**src/rtl/pow5_pkg.sv**
```systemverilog
// Shared constants for the x^5 engine driver: FSM encoding and default sizing.
package pow5_pkg;
  localparam int POW5_WIDTH   = 18;
  localparam int POW5_TIMEOUT = 64;

  localparam logic [2:0] S_IDLE  = 3'd0;
  localparam logic [2:0] S_ISSUE = 3'd1;
  localparam logic [2:0] S_ARM   = 3'd2;
  localparam logic [2:0] S_WAIT  = 3'd3;
  localparam logic [2:0] S_HOLD  = 3'd4;
endpackage

```
**src/rtl/pow_5_ref_comb.sv**
```systemverilog
// Combinational golden x^5 mod 2^WIDTH; products are truncated to WIDTH at each step.
module pow_5_ref_comb
  import pow5_pkg::*;
#(
  parameter int WIDTH = POW5_WIDTH
) (
  input  logic [WIDTH-1:0] x_i,
  output logic [WIDTH-1:0] y_o
);
  logic [WIDTH-1:0] x2, x4;

  assign x2  = x_i * x_i;
  assign x4  = x2 * x2;
  assign y_o = x4 * x_i;
endmodule

```
**src/rtl/pow_5_seq_driver.sv**
```systemverilog
// Run/ready initiator for the sequential x^5 engine, with watchdog and result counter.
// Optional golden-model cross-check is enabled by defining POW5_DRV_CHECK_EN.
module pow_5_seq_driver
  import pow5_pkg::*;
#(
  parameter int WIDTH   = POW5_WIDTH,
  parameter int TIMEOUT = POW5_TIMEOUT,
  parameter int CNT_W   = 16
) (
  input  logic             clock,
  input  logic             reset_n,
  input  logic             in_valid,
  output logic             in_ready,
  input  logic [WIDTH-1:0] in_n,
  output logic             run,
  output logic [WIDTH-1:0] n,
  input  logic             eng_ready,
  input  logic [WIDTH-1:0] eng_result,
  output logic             out_valid,
  input  logic             out_ready,
  output logic [WIDTH-1:0] out_data,
  output logic             timeout_err,
`ifdef POW5_DRV_CHECK_EN
  output logic             mismatch,
  output logic [WIDTH-1:0] mismatch_n,
`endif
  output logic [CNT_W-1:0] done_cnt
);
  localparam int WD_W = $clog2(TIMEOUT + 1);

  logic [2:0]       state_q, state_d;
  logic [WIDTH-1:0] n_q, n_d;
  logic [WIDTH-1:0] data_q, data_d;
  logic             ovld_q, ovld_d;
  logic             err_q, err_d;
  logic [CNT_W-1:0] cnt_q, cnt_d;
  logic [WD_W-1:0]  wd_q, wd_d;
  logic             capture;

  // reset_n gates in_ready so nothing is advertised while the engine is also held in reset
  assign in_ready    = reset_n & (state_q == S_IDLE) & eng_ready & ~err_q;
  assign run         = (state_q == S_ISSUE);
  assign n           = n_q;
  assign out_valid   = ovld_q;
  assign out_data    = data_q;
  assign timeout_err = err_q;
  assign done_cnt    = cnt_q;
  assign capture     = (state_q == S_WAIT) & eng_ready;

  always_comb begin
    state_d = state_q;
    n_d     = n_q;
    data_d  = data_q;
    ovld_d  = ovld_q;
    err_d   = err_q;
    cnt_d   = cnt_q;
    wd_d    = wd_q;
    case (state_q)
      S_IDLE: if (in_valid && in_ready) begin
        n_d     = in_n;
        state_d = S_ISSUE;
      end
      S_ISSUE: state_d = S_ARM;
      // engine ready drops one cycle after run, so it is not trusted here
      S_ARM: begin
        wd_d    = '0;
        state_d = S_WAIT;
      end
      S_WAIT: begin
        if (eng_ready) begin
          data_d  = eng_result;
          ovld_d  = 1'b1;
          state_d = S_HOLD;
        end else if (wd_q == WD_W'(TIMEOUT - 1)) begin
          err_d   = 1'b1;
          state_d = S_IDLE;
        end else begin
          wd_d = wd_q + 1'b1;
        end
      end
      S_HOLD: if (out_ready) begin
        ovld_d  = 1'b0;
        cnt_d   = cnt_q + 1'b1;
        state_d = S_IDLE;
      end
      default: state_d = S_IDLE;
    endcase
  end

  always_ff @(posedge clock or negedge reset_n) begin
    if (!reset_n) begin
      state_q <= S_IDLE;
      n_q     <= '0;
      data_q  <= '0;
      ovld_q  <= 1'b0;
      err_q   <= 1'b0;
      cnt_q   <= '0;
      wd_q    <= '0;
    end else begin
      state_q <= state_d;
      n_q     <= n_d;
      data_q  <= data_d;
      ovld_q  <= ovld_d;
      err_q   <= err_d;
      cnt_q   <= cnt_d;
      wd_q    <= wd_d;
    end
  end

`ifdef POW5_DRV_CHECK_EN
  logic [WIDTH-1:0] ref_y;
  logic             mis_q;
  logic [WIDTH-1:0] mis_n_q;

  pow_5_ref_comb #(.WIDTH(WIDTH)) u_ref (.x_i(n_q), .y_o(ref_y));

  assign mismatch   = mis_q;
  assign mismatch_n = mis_n_q;

  // only the first failing operand is kept
  always_ff @(posedge clock or negedge reset_n) begin
    if (!reset_n) begin
      mis_q   <= 1'b0;
      mis_n_q <= '0;
    end else if (capture && (eng_result != ref_y) && !mis_q) begin
      mis_q   <= 1'b1;
      mis_n_q <= n_q;
    end
  end
`else
  logic unused_capture;
  assign unused_capture = capture;
`endif
endmodule

```
**config.mk**
```make
export PLATFORM = sky130hd
export DESIGN_NAME = pow_5_seq_driver
export DESIGN_NICKNAME = d
export VERILOG_FILES = /design/src/rtl/pow5_pkg.sv /design/src/rtl/pow_5_ref_comb.sv /design/src/rtl/pow_5_seq_driver.sv
export SDC_FILE = /design/constraint.sdc
export NUM_CORES = 1
export LEC_CHECK = 0
export ABC_CLOCK_PERIOD_IN_PS = 1800
export CAP_MARGIN = 20
export CORE_AREA = 3 3 86 88
export CTS_BUF_LIST = sky130_fd_sc_hd__clkbuf_8
export CTS_CLUSTER_SIZE = 12
export DETAILED_ROUTE_END_ITERATION = 6
export DIE_AREA = 0 0 89 91
export PLACE_DENSITY = 0.76
export SLEW_MARGIN = 20
export SYNTH_ARGS = -nofsm -noshare
export SYNTH_HDL_FRONTEND = slang
export SYNTH_SLANG_ARGS = --single-unit
```
**constraint.sdc**
```tcl
create_clock -name clock -period 1.8 [get_ports clock]
set_clock_uncertainty 0.2 [all_clocks]
set_input_delay 0.18 -clock clock [delete_from_list [all_inputs] [get_ports clock]]
set_output_delay 0.18 -clock clock [all_outputs]
set_load 0.01 [all_outputs]
```
## Word-level counts from Yosys, hierarchy flattened

Index checks and enable logic that the tools add are counted.

- Register bits: 64
- Word-level logic and storage cells: 47

- $add $sub $neg: 2
- Equal/unequal tests: 11
- Mux-type cells: 11
- Bitwise gates (word level): 5
- Reductions and logical operators: 11

Operator list:

| kind | count |
|---|---|
| adder 16 x 1 -> 16 bit, second input constant | 1 |
| one-hot mux 3 bit (5 select lines) | 1 |
| 2-to-1 mux 7 bit | 2 |
| one-hot mux 7 bit (2 select lines) | 1 |
| 2-to-1 mux 3 bit | 4 |
| AND reduction 3 bit | 4 |
| != test 2 bit, second input constant | 4 |
| adder 7 x 1 -> 7 bit, second input constant | 1 |
| == test 7 x 6 -> 1 bit, second input constant | 1 |
| == test 3 x 2 -> 1 bit, second input constant | 2 |
| AND reduction 2 bit | 3 |
| nonzero test 2 bit | 2 |
| AND 1 bit | 3 |
| == test 3 x 1 -> 1 bit, second input constant | 1 |
| == test 3 bit, second input constant | 1 |
| zero test 3 bit | 1 |
| != test 3 x 2 -> 1 bit, second input constant | 1 |
| 2-to-1 mux 1 bit | 2 |
| != test 2 x 1 -> 1 bit, second input constant | 1 |
| inverter 1 bit | 2 |
| one-hot mux 1 bit (2 select lines) | 1 |
| logical AND 1 bit | 1 |

## Longest topological paths before layout

Gate-level depths: netlist (run 1).

- Depth in word-level cells: 7
- Gate-level depth with buffers: 6
- Gate-level depth less buffers: 5

## Least setup slack after synthesis (run 1)

Ideal clock, no wire load.

- Path type: register to register
- Start point: register state_q[2]
- End point: register n_q[10] (netlist: n[10])
- Setup time: 0.125 ns
- Arrival time: 1.416 ns
- Data required time: 1.475 ns
- Path slack: 0.059 ns
- Stages on the path, launching flop included: 7
- Buffers on the path: 2
- Period minus slack after synthesis: 1.741 ns
- Cells stage by stage: dfrtp_1 buf_6 nor2_2 and4_4 nand2_4 buf_6 mux2_4

- Word-level cells in the longest chain between the ends: 6

RTL lines:

| element | RTL line | text |
|---|---|---|
| start, declared | pow_5_seq_driver.sv:31 | `logic [2:0] state_q, state_d;` |
| start signal, assigned | pow_5_seq_driver.sv:100 | `state_q <= state_d;` |
| zero test 3 bit | pow_5_seq_driver.sv:41 | `assign in_ready = reset_n & (state_q == S_IDLE) & eng_ready & ~err_q;` |
| AND 1 bit (3 in a row) | pow_5_seq_driver.sv:41 |  |
| net in_ready | pow_5_seq_driver.sv:13 | `output logic in_ready,` |
| logical AND 1 bit | pow_5_seq_driver.sv:59 | `S_IDLE: if (in_valid && in_ready) begin` |
| AND reduction 2 bit (no source line) | n/a |  |
| end signal, assigned | pow_5_seq_driver.sv:101 | `n_q <= n_d;` |
| end, declared | pow_5_seq_driver.sv:32 | `logic [WIDTH-1:0] n_q, n_d;` |

The timed path passes the listed nets, and every way through them passes these cells.
A chain may end at the register's enable or synchronous reset.

## Worst setup path after layout (run 1)

- Start point: register state_q[2]
- End point: register wd_q[5]

- Word-level cells in the longest chain between the ends: 3
- Elaborated cells between the ends (all ways): 7
- Classes of those cells: 4 x eq/ne; 1 x mux; 2 x reduce/logical

RTL lines:

| element | RTL line | text |
|---|---|---|
| == test 3 x 2 -> 1 bit | pow_5_seq_driver.sv:58 | `case (state_q)` |
| != test 2 bit (no source line) / nonzero test 2 bit (equally long branches) | n/a |  |
| AND reduction 3 bit (no source line) | n/a |  |
| end signal, assigned | pow_5_seq_driver.sv:106 | `wd_q <= wd_d;` |
| end, declared | pow_5_seq_driver.sv:37 | `logic [WD_W-1:0] wd_q, wd_d;` |

Several ways; a longest one is shown, not always the timed one.

==> flow_summary.toml, run 1 <==
[synthesis]
synth_cell_types = 42
synthXorXnorAreaFrac = 0.0530
yosysTopAreaCell = "dfrtp_1"
syn_area_um2 = 2790
synthAdderAreaFrac = 0.00898
syn_area_per_cell_um2 = 13.7
ys_seq_area_frac = 0.575
syn_nets = 247
synth_area_leaders = "dfrtp_1 58%, mux2_2 11%, mux2_4 5.4%, xnor2_1 3.1%, nand2_1 2.0%"
synthMuxAreaShare = 0.159
synth_common_cells = "64 x dfrtp_1, 26 x mux2_2, 15 x nand2_1, 10 x mux2_4, 10 x xnor2_1"
synthSimpleGateAreaFrac = 0.142
synth_compound_area_frac = 0.0368
ys_ff_latch = 64
async_reset_ff_frac = 1.00
synthCells = 204
synth_top_flop_cell = "dfrtp_1"
synth_top_area_share = 0.575
yosys_warnings = 0
synth_edf_count = 0
synth_top_family_by_area = "multiplexers"
synth_most_common_cell = "dfrtp_1"

[floorplanning]
dieWidth_um = 89
rows = 30
dieArea_um2 = 8100
top_level_ports = 97
initial_core_util = 0.415
die_h_um = 91
core_um2 = 6720

[setup_path]
crit_cells = 5
cp.required_ns = 1.84
cp_top_family = "simple AND/OR/NAND/NOR gates"
reg2reg_depth = 5
crit-reg2reg-launch = "state_q[2]$_DFFE_PN0P_"
critical_path_class = "flop to flop"
cp-startpoint = "state_q[2]$_DFFE_PN0P_"
worstSetupEndpointType = "flop"
startpoint_type = "flop"
crit_fanout = 6
cp.arrival_ns = 1.79
crit_path_top_delay_cell = "dfrtp_2"
critPathBufInv = 1
crit_chain = "buf_4, nor3b_4, o21ai_2, or3_1, a21oi_2"
max_stage_delay_ns = 0.45

[layout]
fin_nets = 368
multi_input_area_um2 = 1170
n_fill_cell = 540
layout-drive-gt1-share = 0.289
fin_area_um2 = 4230
area_growth_pct = 51.7
register_area_um2 = 1610
diodes = 0
final_util = 0.629
final_cells = 409

[routing]
vias_per_cell = 4.93
first_iter_violations = 32
dr.pass1.iters = 4
drc = 0
vias = 2016
wl_per_cell_um = 15.4
wl_um = 6300
ant_nets = 0

[power]
p_sw_mw = 1.72
vdd_drop_max_mv = 0.832
power_frac_seq = 0.378
p_per_area_nw_per_um2 = 1410
pwr-share-clk = 0.210
p_int_mw = 4.25
leakagePower_nw = 1.93
switching_share = 0.288
combPwrFrac = 0.412

[flow_run]
maxCapViolCount = 0

[placement]
portBuffers = 96
dp_hpwl_um = 4470
placement.cell_area_um2 = 3920
place_inst = 390
globalplace.congestion = 0.766

[timing]
period_needed_ns = 1.75
tns_ns = 0
fin_crit_sh = 0.971
maxSlewViolCount = 0
clock.fmax_mhz = 572
worst_pin_slew_ns = 0.814
finalSetupViolCount = 0
hold_viol_final = 0
relSlewSlack = 0.458

[clocking]
worstSkewPairLatency_ns = 0.32
tritoncts = "built"
root_buffer = "clkbuf_8"
cts_buffer_depth = 2
ctsHtreeMaxLevel = 3
cts.sinks = 64
cts_buffers = 9
clkTransAtPathRegs_ns = 0.07

[status]
status = "finished, final reports clean"

[global_route]
grt_pass1_wl_um = 10100
grtUsageTotal = 0.158
grt_pass1_vias = 2049
grt_max_degree = 65
grt-ovfl-total = 0
antenna_found_initial = 0

[worst_hold_path]
hold_path_class = "input pin to flop"
hold_path_depth = 2
hp-start = "eng_result[7]"
[power by group through the flow]
stage / Combinational (mW) / Sequential (mW) / Clock (mW)
final: 2.46 / 2.26 / 1.25
after CTS: 2.45 / 2.25 / 1.30
after detailed placement: 2.36 / 2.30 / 0
after floorplan: 0.919 / 2.42 / 0
after global routing: 2.63 / 2.31 / 1.37
after global placement: 2.32 / 2.26 / 0
[stage by stage]
| step | worst slack (ns) | power [mW] | hold WS, ns |
|---|---|---|---|
| floorplan | 0.0593 | 3.34 | -0.316 |
| global placement | -0.125 | 4.58 | 0.262 |
| detailed placement | -0.218 | 4.66 | 0.270 |
| CTS | 0.00175 | 6.00 | 0.251 |
| global route | -0.00698 | 6.31 | 0.252 |
| finish | 0.0522 | 5.97 | 0.269 |
[final cells by class]
type / count / share of cell area
clock inverters: 3 / 0.00948
clock buffers: 12 / 0.0391
repair buffers: 117 / 0.268
well taps: 80 / 0.0237
flip-flops and latches: 64 / 0.380
multi-input cells: 130 / 0.277
inverters: 3 / 0.00267
[repair_timing]
| item | 4_1_cts | 5_1_grt |
|---|---|---|
| endpoints found under the hold margin | 64 | 0 |
| hold buffers | 1 | 0 |
| endpoints found under the setup margin | 17 | 16 |
| gates resized for setup | 10 | 13 |
| pin swaps | 0 | 6 |
| buffers inserted | 3 | 0 |
[logic make-up (layout without fill, tap and decap cells)]
logic type / count (synthesis) / after routing
buf+inv: 10 / 135
fa+ha+maj: 2 / 2
mux: 36 / 36
simple gates: 59 / 59
flops: 64 / 64
xor+xnor: 16 / 16
compound gates: 17 / 17
[path summary, 6_finish.rpt]
path	to	slack [ns]
max in group asynchronous	state_q[1]$_DFFE_PN0P_	0.39
setup / recovery	wd_q[5]$_DFFE_PN0P_	0.05
hold / removal	out_data[7]$_DFFE_PN0P_	0.27
setup reg to reg	wd_q[5]$_DFFE_PN0P_	0.05
hold reg to reg	done_cnt[15]$_DFFE_PN0P_	0.28
min in group asynchronous	done_cnt[6]$_DFFE_PN0P_	0.41
[state kept, by name (all words and copies together) (netlist names)]
signal,cells
timeout_err,1
out_data,18
done_cnt,16
wd_q,7
state_q,3
out_valid,1
n,18
[cells in the final DEF, fill, tap and decap left out, types with 2 or more instances in the layout]
| cell | n |
|---|---|
| and3_1 | 2 |
| buf_2 | 2 |
| buf_4 | 17 |
| buf_6 | 2 |
| clkbuf_8 | 12 |
| clkdlybuf4s50_1 | 92 |
| clkinv_2 | 2 |
| dfrtp_1 | 60 |
| dfrtp_2 | 4 |
| ha_1 | 2 |
| inv_1 | 3 |
| mux2_2 | 26 |
| mux2_4 | 10 |
| nand2_1 | 15 |
| nand3_1 | 8 |
| nand3b_1 | 2 |
| nand4b_1 | 2 |
| nor2_1 | 8 |
| nor2b_1 | 2 |
| o211ai_1 | 3 |
| o21ai_0 | 7 |
| o31ai_1 | 2 |
| xnor2_1 | 10 |
| xor2_1 | 5 |
[metal layers]
layer  GRT usage  vias up  routed length, um
li1            -      955                  -
met1       0.217      990               2780
met2       0.243       69               3100
met3      0.0445        2                404
met4      0.0484        0                 17
met5           0        -                  0
(Power assumes the default switching activity.)
==> inputs of run 2 (changes only) <==
Settings changed: ABC_CLOCK_PERIOD_IN_PS 1800 to 1790, CORE_AREA 3 3 86 88 to 3 3 83 85, DIE_AREA 0 0 89 91 to 0 0 86 88, PLACE_DENSITY 0.76 to 0.78.
Clock period 1.8 ns to 1.79 ns, I/O delays scaled along.
==> run 2 against run 1 <==
Compared with the run above:
- clock power is 13% higher
- sequential share of layout area shrank 0.052 points
- combinational power is essentially flat
- fmax is 0.62% higher
- critical path type unchanged
- critical endpoint is now n[4]$_DFFE_PN0P_
==> flow_summary.toml, run 2 (synthesis results as in run 1) <==
[placement]
placement.cell_area_um2 = 3920
dp_hpwl_um = 4390
globalplace.congestion = 0.760
portBuffers = 96
dp_worst_setup_slack_ns = -0.228

[setup_path]
critPathCapture = "n[4]$_DFFE_PN0P_"
startpoint_type = "flop"
cp.arrival_ns = 1.75
crit_fanout = 18
cp.required_ns = 1.80
crit_cells = 4
critPathBufInv = 0
r2r_end = "n[4]$_DFFE_PN0P_"
cp_top_family = "simple AND/OR/NAND/NOR gates"
max_stage_delay_ns = 0.42
crit_chain = "nor2_2, and4_4, nand2_4, mux2_4"
r2r_slack_ns = 0.05
reg2reg_depth = 4
critical_path_class = "flop to flop"
crit-reg2reg-launch = "state_q[2]$_DFFE_PN0P_"
worstSetupEndpointType = "flop"
crit_path_top_delay_cell = "dfrtp_1"
cp-startpoint = "state_q[2]$_DFFE_PN0P_"

[floorplanning]
core_um2 = 6280
die_h_um = 88
top_level_ports = 97
rows = 29
dieWidth_um = 86
initial_core_util = 0.444
dieArea_um2 = 7570

[clocking]
cts.sinks = 64
tritoncts = "built"
clkTransAtPathRegs_ns = 0.07
root_buffer = "clkbuf_8"
worstSkewPairLatency_ns = 0.33
cts_buffers = 9
ctsHtreeMaxLevel = 3
cts_buffer_depth = 2

[power]
power_mw = 6.11
p_per_area_nw_per_um2 = 1440
vdd_drop_max_mv = 0.973
leakagePower_nw = 1.96

[routing]
wl_per_cell_um = 14.9
vias = 2035
dr.pass1.iters = 4
ant_nets = 0
wl_um = 6050
drc = 0
first_iter_violations = 38
vias_per_cell = 5.00

[global_route]
grt_pass1_wl_um = 9940
grt-ovfl-total = 0
grt_pass1_vias = 2153
grt_max_degree = 65
grtUsageTotal = 0.168
antenna_found_initial = 0

[timing]
finalSetupViolCount = 0
clock.fmax_mhz = 576
fin_crit_sh = 0.970
layout_setup_ws_ns = 0.0529
grt_setup_unrepaired = "yes"
maxSlewViolCount = 0
period_needed_ns = 1.74
relSlewSlack = 0.482
worst_pin_slew_ns = 0.778
hold_viol_final = 0

[layout]
fin_area_um2 = 4230
layout-drive-gt1-share = 0.285
fin_nets = 368
final_util = 0.674
n_fill_cell = 478
area_growth_pct = 51.8
diodes = 0
final_cell_mix = "91 x clkdlybuf4s50_1, 61 x dfrtp_1, 26 x mux2_2"
layout_commonest_cell = "clkdlybuf4s50_1"

[status]
status = "finished, final reports clean"

[worst_hold_path]
hold_path_class = "input pin to flop"

[flow_run]
maxCapViolCount = 0
run 2: cell types whose count changed in the layout (fill, tap and decap cells not counted), sizes merged:
cell,previous run,this run
clkdlybuf4s50,92,91
bufinv,1,2
dlymetal6s2s,1,2
clkinv,2,3
clkbuf,12,11
run 2: through the flow:
stage               cells  TNS [ns]  hold WS (ns)
floorplan             204         0        -0.317
global placement      387     -3.07         0.267
detailed placement    387     -4.23         0.267
CTS                   405   -0.0118         0.242
global route          407   -0.0325         0.238
finish                407         0         0.257
run 2: worst register-to-register path, delay by kind of cell, from the launching register on:
family / cells / cell delay (ns)
simple gates: 3 / 0.64
flops: 1 / 0.42
mux: 1 / 0.37
run 2: timing repair:
action | CTS | global route
endpoints found under the setup margin | 14 | 14
hold endpoints to repair | 64 | 0
hold buffers | 1 | 0
gates resized for setup | 8 | 11
pin swaps | 1 | 5
setup buffers | 1 | 2
run 2: layout make-up:
type | count | area (um^2) | area share
clock buffer | 11 | 151 | 0.0358
clock inverter | 5 | 78.8 | 0.0186
multi-input combinational | 130 | 1150 | 0.273
timing repair buffer | 117 | 1130 | 0.268
tap | 77 | 96.3 | 0.0228
inverter | 3 | 11.3 | 0.00266
sequential | 64 | 1610 | 0.380
run 2: worst min path at each step:
stage                         from                  endpoint  depth (start not counted)
floorplan                  reset_n   done_cnt[0]$_DFFE_PN0P_                          0
global placement           reset_n  done_cnt[11]$_DFFE_PN0P_                          2
detailed placement         reset_n   done_cnt[5]$_DFFE_PN0P_                          2
CTS                       in_n[10]         n[10]$_DFFE_PN0P_                          2
global route        eng_result[14]  out_data[14]$_DFFE_PN0P_                          2
finish               eng_result[9]   out_data[9]$_DFFE_PN0P_                          2
run 2: per-layer routing:
layer,track usage,routed length (um)
met1,0.212,2640
met2,0.262,2860
met3,0.0574,453
met4,0.0734,93
met5,0,0
run 2: power breakdown:
| group | switching (mW) | internal, mW | total (mW) | leakage (nW) |
|---|---|---|---|---|
| sequential | 0.315 | 1.95 | 2.26 | 0.809 |
| combinational | 0.879 | 1.56 | 2.44 | 1.03 |
| clock | 0.552 | 0.858 | 1.41 | 0.119 |
| total | 1.75 | 4.36 | 6.11 | 1.96 |
==> inputs of run 3 (changes only) <==
Settings changed: CORE_AREA 3 3 83 85 to 3 3 90 92, DIE_AREA 0 0 86 88 to 0 0 93 95, PLACE_DENSITY 0.78 to 0.68.
==> run 3 against run 2 <==
Compared with the run above:
- sequential cell count is the same
- via count grew 3.9%
- sequential power is essentially flat
- sequential share of layout area shrank 2.0 points
- clock power shrank 11%
- core utilization shrank 6.2 points
- fmax shrank 2.6%
- worst hold slack gained 0.0043 ns
==> flow_summary.toml, run 3 (synthesis results as in run 1) <==
[power]
power_frac_seq = 0.363
pwr-share-clk = 0.200
p_sw_mw = 1.83
p_int_mw = 4.43
p_per_area_nw_per_um2 = 1400
power_mw = 6.26
switching_share = 0.292
vdd_drop_max_mv = 0.894
leakagePower_nw = 2.09
combPwrFrac = 0.437

[clocking]
root_buffer = "clkbuf_8"
cts_buffer_depth = 2
clkTransAtPathRegs_ns = 0.07
tritoncts = "built"
cts_buffers = 9
cts.sinks = 64
ctsHtreeMaxLevel = 3
worstSkewPairLatency_ns = 0.33

[status]
status = "finished, final reports clean"

[routing]
dr.pass1.iters = 4
wl_um = 6910
ant_nets = 0
vias = 2115
wl_per_cell_um = 15.7
drc = 0
vias_per_cell = 4.81
first_iter_violations = 27

[global_route]
grtUsageTotal = 0.148
grt_max_degree = 65
antenna_found_initial = 0
grt-ovfl-total = 0
grt_pass1_wl_um = 10200
grt_pass1_vias = 2132

[placement]
globalplace.congestion = 0.731
dp_worst_setup_slack_ns = -0.179
portBuffers = 96
placement.cell_area_um2 = 3960
dp_hpwl_um = 4510

[flow_run]
maxCapViolCount = 0

[setup_path]
crit_fanout = 6
critical_path_class = "flop to flop"
startpoint_type = "flop"
cp.required_ns = 1.81
worstSetupEndpointType = "flop"
cp.arrival_ns = 1.80

[floorplanning]
rows = 31
core_um2 = 7290
dieArea_um2 = 8840
dieWidth_um = 93
die_h_um = 95
top_level_ports = 97
initial_core_util = 0.382

[timing]
clock.fmax_mhz = 561
finalSetupViolCount = 0
grt_setup_unrepaired = "yes"
period_needed_ns = 1.78
worst_pin_slew_ns = 0.825
maxSlewViolCount = 0
fin_crit_sh = 0.996
relSlewSlack = 0.450
hold_viol_final = 0
layout_setup_ws_ns = 0.00681
fin_hold_ws_ns = 0.261

[layout]
area_growth_pct = 60.2
fin_area_um2 = 4460
final_cell_mix = "91 x clkdlybuf4s50_1, 60 x dfrtp_1, 24 x buf_4"
layout_commonest_cell = "clkdlybuf4s50_1"
fin_nets = 379
diodes = 0
layout-drive-gt1-share = 0.326

[worst_hold_path]
hold_path_class = "input pin to flop"
run 3: final timing paths:
kind	from	endpoint	cells past startpoint	slack, ns
max in group asynchronous	reset_n	state_q[1]$_DFFE_PN0P_	3	0.40
worst min register to register	done_cnt[13]$_DFFE_PN0P_	done_cnt[13]$_DFFE_PN0P_	1	0.29
min in group asynchronous	reset_n	done_cnt[6]$_DFFE_PN0P_	3	0.41
worst max-delay path	state_q[1]$_DFFE_PN0P_	done_cnt[14]$_DFFE_PN0P_	5	0.007
worst min-delay path	eng_result[15]	out_data[15]$_DFFE_PN0P_	2	0.26
worst max register to register	state_q[1]$_DFFE_PN0P_	done_cnt[14]$_DFFE_PN0P_	5	0.007
run 3: worst max-delay path, stage by stage (launching register included):
cell      delay [ns]
dfrtp_2         0.44
buf_4           0.15
nor4bb_4        0.29
and3_4          0.33
nand3_4         0.11
xnor2_2         0.15
run 3: power groups by stage:
stage	Sequential (mW)	Combinational [mW]	Clock, mW
after floorplan	2.43	0.925	0
after global placement	2.27	2.37	0
after detailed placement	2.29	2.40	0
after CTS	2.26	2.50	1.29
after global routing	2.35	2.92	1.35
final	2.27	2.73	1.25
run 3: metal layers:
layer | wire [um] | GRT usage | part of all wire | up-vias
li1 | - | - | - | 986
met1 | 3000 | 0.190 | 0.43 | 1039
met2 | 3260 | 0.225 | 0.47 | 79
met3 | 552 | 0.0566 | 0.080 | 11
met4 | 95 | 0.0586 | 0.014 | 0
met5 | 0 | 0 | 0 | -
run 3: layout make-up:
type | instances | area [um^2]
clock buffers | 11 | 151
clock inverters | 5 | 47.5
fillers | 653 | 2830
inverters | 3 | 11.3
multi-input cells | 130 | 1260
flip-flops and latches | 64 | 1610
well taps | 99 | 124
repair buffers | 128 | 1260
run 3: repair_timing:
item | 4_1_cts | 5_1_grt
hold buffers | 1 | 0
endpoints found under the hold margin | 64 | 0
setup endpoints to repair | 20 | 38
gates resized for setup | 9 | 35
pin swaps | 1 | 9
setup buffers | 3 | 6
cloned | 0 | 3
run 3: through the flow:
| stage | setup TNS [ns] | utilization | cells |
|---|---|---|---|
| 4_1_cts | 0 | 0.577 | 431 |
| 2_1_floorplan | 0 | - | 204 |
| 3_3_place_gp | -0.990 | 0.543 | 411 |
| 6_report | 0 | 0.612 | 440 |
| 3_5_place_dp | -1.72 | 0.543 | 411 |
| 5_1_grt | -0.693 | 0.612 | 440 |
